## config.mk

```make
export PLATFORM = sky130hd
export DESIGN_NAME = rob_param
export DESIGN_NICKNAME = d
export VERILOG_FILES = /design/src/rtl/rob_param.sv
export SDC_FILE = /design/constraint.sdc
export NUM_CORES = 1
export LEC_CHECK = 0
export ABC_AREA = 0
export BUFFER_PORTS_ARGS = -buffer_cell sky130_fd_sc_hd__buf_2
export CELL_PAD_IN_SITES_DETAIL_PLACEMENT = 1
export CELL_PAD_IN_SITES_GLOBAL_PLACEMENT = 2
export CORE_MARGIN = 2
export CORE_UTILIZATION = 54
export CTS_BUF_LIST = sky130_fd_sc_hd__clkbuf_2
export DETAILED_ROUTE_END_ITERATION = 8
export PLACE_DENSITY_LB_ADDON = 0.1
export SLEW_MARGIN = 20
export SYNTH_ARGS = -nofsm -noshare
export SYNTH_HDL_FRONTEND = slang
export SYNTH_SLANG_ARGS = --single-unit
```

## constraint.sdc

```tcl
create_clock -name clk -period 10.4 [get_ports clk]
set_input_delay 0 -clock clk [delete_from_list [all_inputs] [get_ports clk]]
set_output_delay 0 -clock clk [all_outputs]
set_load 0.005 [all_outputs]
```

## src/rtl/rob_param.sv

```systemverilog
// rtl/rob_param.sv - parametrised reorder buffer with in-order dispatch/commit and out-of-order writeback
// Optional feature macro: ROB_PARTIAL_FLUSH_EN (flush keeps entries up to and including flush_tag)
module rob_param #(
  parameter int DEPTH  = 8,
  parameter int DATA_W = 64,
  parameter int ADDR_W = 48,
  parameter int REG_W  = 5,
  localparam int IDX_W = $clog2(DEPTH)
) (
  input  logic              clk,
  input  logic              rst_n,
  input  logic              disp_valid,
  output logic              disp_ready,
  input  logic [REG_W-1:0]  disp_dest,
  input  logic              disp_is_mem,
  input  logic [ADDR_W-1:0] disp_addr,
  output logic [IDX_W-1:0]  disp_tag,
  input  logic              wb_valid,
  input  logic [IDX_W-1:0]  wb_tag,
  input  logic [DATA_W-1:0] wb_data,
  output logic              commit_valid,
  input  logic              commit_ack,
  output logic [IDX_W-1:0]  commit_tag,
  output logic              commit_is_mem,
  output logic [REG_W-1:0]  commit_dest,
  output logic [ADDR_W-1:0] commit_addr,
  output logic [DATA_W-1:0] commit_data,
  input  logic              flush,
`ifdef ROB_PARTIAL_FLUSH_EN
  input  logic [IDX_W-1:0]  flush_tag,
`endif
  output logic [IDX_W:0]    count,
  output logic              full,
  output logic              empty
);

  localparam logic [IDX_W:0] DEPTH_CNT = (IDX_W+1)'(DEPTH);

  logic [DEPTH-1:0]  valid_q;
  logic [DEPTH-1:0]  ready_q;
  logic [DEPTH-1:0]  is_mem_q;
  logic [REG_W-1:0]  dest_q [DEPTH];
  logic [ADDR_W-1:0] addr_q [DEPTH];
  logic [DATA_W-1:0] data_q [DEPTH];
  logic [IDX_W-1:0]  head_q;
  logic [IDX_W-1:0]  tail_q;
  logic [IDX_W:0]    count_q;

  logic disp_fire;
  logic commit_fire;
  logic wb_hit;

`ifdef ROB_PARTIAL_FLUSH_EN
  // Distance from head to the surviving branch; entries further than this are younger and get squashed.
  logic [IDX_W-1:0] keep_off;
  assign keep_off = flush_tag - head_q;
`endif

  assign full  = (count_q == DEPTH_CNT);
  assign empty = (count_q == '0);
  assign count = count_q;

  // A full ROB refuses dispatch even when the head retires this cycle: slots are never reused same-cycle.
  assign disp_ready = rst_n && !full;
  assign disp_tag   = tail_q;
  assign disp_fire  = disp_valid && disp_ready && !flush;

  assign commit_valid  = rst_n && !empty && valid_q[head_q] && ready_q[head_q] && !flush;
  assign commit_fire   = commit_valid && commit_ack;
  assign commit_tag    = head_q;
  assign commit_is_mem = is_mem_q[head_q];
  assign commit_dest   = dest_q[head_q];
  assign commit_addr   = addr_q[head_q];
  assign commit_data   = data_q[head_q];

  // Writebacks to squashed or never-allocated slots are dropped.
  assign wb_hit = wb_valid && valid_q[wb_tag] && !flush;

  // Control state: occupancy bits, pointers and count; reset beats flush beats normal traffic.
  always_ff @(posedge clk) begin
    if (!rst_n) begin
      valid_q <= '0;
      ready_q <= '0;
      head_q  <= '0;
      tail_q  <= '0;
      count_q <= '0;
    end else if (flush) begin
`ifdef ROB_PARTIAL_FLUSH_EN
      for (int i = 0; i < DEPTH; i++) begin
        if ((IDX_W'(i) - head_q) > keep_off) begin
          valid_q[i] <= 1'b0;
          ready_q[i] <= 1'b0;
        end
      end
      tail_q  <= flush_tag + 1'b1;
      count_q <= {1'b0, keep_off} + 1'b1;
`else
      valid_q <= '0;
      ready_q <= '0;
      head_q  <= '0;
      tail_q  <= '0;
      count_q <= '0;
`endif
    end else begin
      if (disp_fire) begin
        valid_q[tail_q] <= 1'b1;
        ready_q[tail_q] <= 1'b0;
        tail_q          <= tail_q + 1'b1;
      end
      if (wb_hit) begin
        ready_q[wb_tag] <= 1'b1;
      end
      if (commit_fire) begin
        valid_q[head_q] <= 1'b0;
        head_q          <= head_q + 1'b1;
      end
      if (disp_fire && !commit_fire) begin
        count_q <= count_q + 1'b1;
      end else if (!disp_fire && commit_fire) begin
        count_q <= count_q - 1'b1;
      end
    end
  end

  // Payload storage needs no reset; it is only observed once the matching valid/ready bits are set.
  always_ff @(posedge clk) begin
    if (rst_n && disp_fire) begin
      is_mem_q[tail_q] <= disp_is_mem;
      dest_q[tail_q]   <= disp_dest;
      addr_q[tail_q]   <= disp_addr;
    end
    if (rst_n && wb_hit) begin
      data_q[wb_tag] <= wb_data;
    end
  end

endmodule

```

==> run metrics <==
outcome complete, no violations; largest family of logic cells by synthesized area multiplexers; maximum clock path buffer count 3; Core Footprint between 60,000 and 70,000 µm²; Worst VDD drop roughly 120 µV; met3 Resource Use GR 0.0648; met2 Usage GRT 0.442; Final HPWL DP 42,700 µm; Comb power frac 0.035; WS Path Type reg2out; design area 45,100 µm²; share of layout cells above drive strength 1 0.393; share of flip-flops with an asynchronous set or reset 0; Initial Utilization 0.547; Synth Area in Compound Gates 0.00772; post-synthesis cell count 1,571; Filler Cells Inserted 5,706; Pwr Density 155 nW/µm²; drt total wl between 80,000 and 90,000 µm; # H-tree levels 4; Period Utilization, post-route 0.474; r2r startpoint count[0]$_SDFFE_PP0P_; RSZ-0062 raised after global routing no; Hold EP addr_q[3][47]$_DFFE_PP_; #FFs+latches synth 973; Startpoint Class register; Slew headroom 0.276; max-cap viol count 0; hold_sp disp_addr[47]; drc violations 0; Fin Hold WS between 0.15 and 0.2 ns; clock power share 0.349; area fraction in and, or, nand and nor cells after synthesis 0.0123; CTS root buf clkbuf_2; Pre-antenna DRT Iters 5; register-to-register path setup slack 6.52 ns; GRT Util Overall 0.256; Worst Path Max Fanout 63; Synth Area in XOR/XNOR 0.000948; via count 19.2k; post-layout net count 2,515; CP endpoint kind output port; slowest stage delay, CP around 0.91 ns; Wirelength per Cell around 25 µm; drt via density 5.59; Static Leak 15.0 nW; Post-synth EDFFs 944; die width 266 µm; worst-path cell chain buf_4 > buf_4 > mux4_2 > mux2_2 > buf_2; Die H 266 µm; Syn Nets 1,704; most common cell after layout, fill and taps aside edfxtp_1; reg2reg end dest_q[1][4]$_DFFE_PP_; post-synthesis cell area 37,000 µm²; clock latency on the worst-skew pair approximately 1.4 ns; most frequent cells in the layout edfxtp_1 (944), dlygate4sd3_1 (375), clkbuf_2 (322), buf_2 (258), mux4_2 (236); GRT Residual Overflow 0; Final GP Congestion 0.733; area grow syn2layout 22.2%; Final ANT Viol Nets 0; Clock Skew 0.0883 ns; CTS tree done; Ports 259; fin util 0.669; number of global-route vias before repair roughly 22k; Placement Cell Area 39,300 µm²; Slew @ Worst Pin 1.09 ns; Core Rows 95; switch share 0.232; initial antenna violation count 6; Sink Count 973; synth warn 0; largest net degree at the start of global routing 111; sequential share of power 0.616; Iteration-0 DRC Markers 1,259; Period minus WS final between 4 and 5 ns; Required @ worst endpoint 10.40 ns; CP most frequent cell buf_4; CTS Buf Count 228; slowest CP cell dfxtp_4; busiest grt layer met2; IO Port Bufs 258; min-delay worst type in2reg; P_sw 0.00162 W; die area 70,600 µm²; met1 global-route usage 0.318; cts repair resizes 0; final hold vios 0; post-synthesis mux area share 0.183; reg2reg path depth 5; arrival time at the worst endpoint 4.93 ns; sequential fraction of the synthesis area 0.783; Pins Over Slew Limit 0; main flop type after synthesis edfxtp_1; first-pass GRT wire length 133,000 µm; Internal 0.00537 W; Netlist cell types 51; Mapped Avg Cell Area 23.5 µm²; max frequency 203 MHz; hold path depth 3; setup TNS 0 ns; final setup fails 0; clk slew on worst S/H paths 0.11 ns; Synth Area in Adders 0.00223
## stage by stage
step	setup slack (ns)	instances	total power, W
5_1_grt	5.13	3431	0.00727
2_1_floorplan	4.90	1571	0.00443
6_report	5.47	3432	0.00700
4_1_cts	5.03	3430	0.00704
3_3_place_gp	6.58	2650	0.00451
3_5_place_dp	6.57	2650	0.00452
## worst max-delay path by stage
| stage | to | cells past startpoint | startpoint | slack (ns) |
|---|---|---|---|---|
| after detailed placement | addr_q[1][45]$_DFFE_PP_ | 5 | count[0]$_SDFFE_PP0P_ | 6.57 |
| after floorplan | addr_q[1][0]$_DFFE_PP_ | 4 | count[0]$_SDFFE_PP0P_ | 4.90 |
| after global placement | commit_data[43] | 5 | register | 6.58 |
| final | commit_addr[29] | 5 | register | 5.47 |
| after CTS | commit_dest[3] | 5 | register | 5.03 |
| after global routing | commit_addr[3] | 5 | register | 5.13 |
## power groups by stage
stage	sequential (W)	combinational, W	clock, W
floorplan	0.00440	0.0000337	0
global placement	0.00440	0.000114	0
detailed placement	0.00440	0.000122	0
CTS	0.00431	0.000235	0.00249
global route	0.00431	0.000260	0.00270
finish	0.00431	0.000242	0.00244
## critical path, delay by kind of cell, from the launching register on
| family | cells | cell delay [ns] |
|---|---|---|
| flops | 1 | 0.91 |
| mux | 2 | 0.75 |
| buf+inv | 3 | 1.79 |
## area by class of cell
type                            instances  area (µm²)  share of cell area
Clock buffer                          322        1610              0.0357
Sequential cell                       973       28900               0.641
Multi-Input combinational cell        509        7750               0.172
Timing Repair Buffer                  658        5250               0.116
Tap cell                              873        1090              0.0242
Clock inverter                         83         452              0.0100
Inverter                               12        45.0            0.000998
Antenna cell                            2        5.00            0.000111
## flip-flops by register name (all words and copies together), names as in the netlist, named ones only
signal      cells
valid_q         8
disp_tag        3
commit_tag      3
dest_q         40
count           4
ready_q         8
data_q        512
is_mem_q        8
addr_q        384
## kinds of logic (layout without fill, tap and decap cells)
kind of cell / after synthesis / after routing
flops: 973 / 973
mux: 364 / 364
simple gates: 93 / 93
buf+inv: 89 / 1075
compound gates: 42 / 42
fa+ha+maj: 6 / 6
xor+xnor: 4 / 4
other cells: 0 / 2
## Yosys cell counts (2+ instances only)
master | n | area share
a21o_1 | 2 | 0.00041
xnor2_1 | 2 | 0.00047
ha_1 | 5 | 0.0017
nor3_1 | 4 | 0.00054
mux2_2 | 119 | 0.036
mux4_2 | 236 | 0.14
clkbuf_8 | 2 | 0.00074
nand2_1 | 24 | 0.0024
buf_1 | 13 | 0.0013
nand3_1 | 10 | 0.0014
dfxtp_1 | 29 | 0.016
a211oi_1 | 2 | 0.00041
mux4_1 | 2 | 0.0014
o221a_1 | 2 | 0.00061
nor2b_1 | 2 | 0.00034
clkbuf_1 | 41 | 0.0042
buf_6 | 2 | 0.00061
and2b_2 | 2 | 0.00047
a21oi_1 | 15 | 0.0020
xor2_1 | 2 | 0.00047
a32oi_1 | 3 | 0.00071
buf_2 | 19 | 0.0026
nand2b_1 | 4 | 0.00068
inv_1 | 12 | 0.0012
a311oi_1 | 2 | 0.00047
nor2_1 | 36 | 0.0037
mux2i_1 | 6 | 0.0016
edfxtp_1 | 944 | 0.77
o21ai_0 | 6 | 0.00081
o31a_1 | 2 | 0.00047
## metal layers
metal / part of all wire / vias up / wire [µm]
li1: - / 8412 / -
met1: 0.39 / 10100 / 34500
met2: 0.53 / 547 / 46100
met3: 0.056 / 143 / 4900
met4: 0.021 / 8 / 1870
met5: 0.00057 / - / 50
## timing repair
| item | 4_1_cts | 5_1_grt |
|---|---|---|
| hold buffers | 375 | 0 |
| hold endpoints to repair | 1777 | 0 |
| setup buffers | 0 | 0 |
Note: power is estimated with default switching activity, not from simulation.
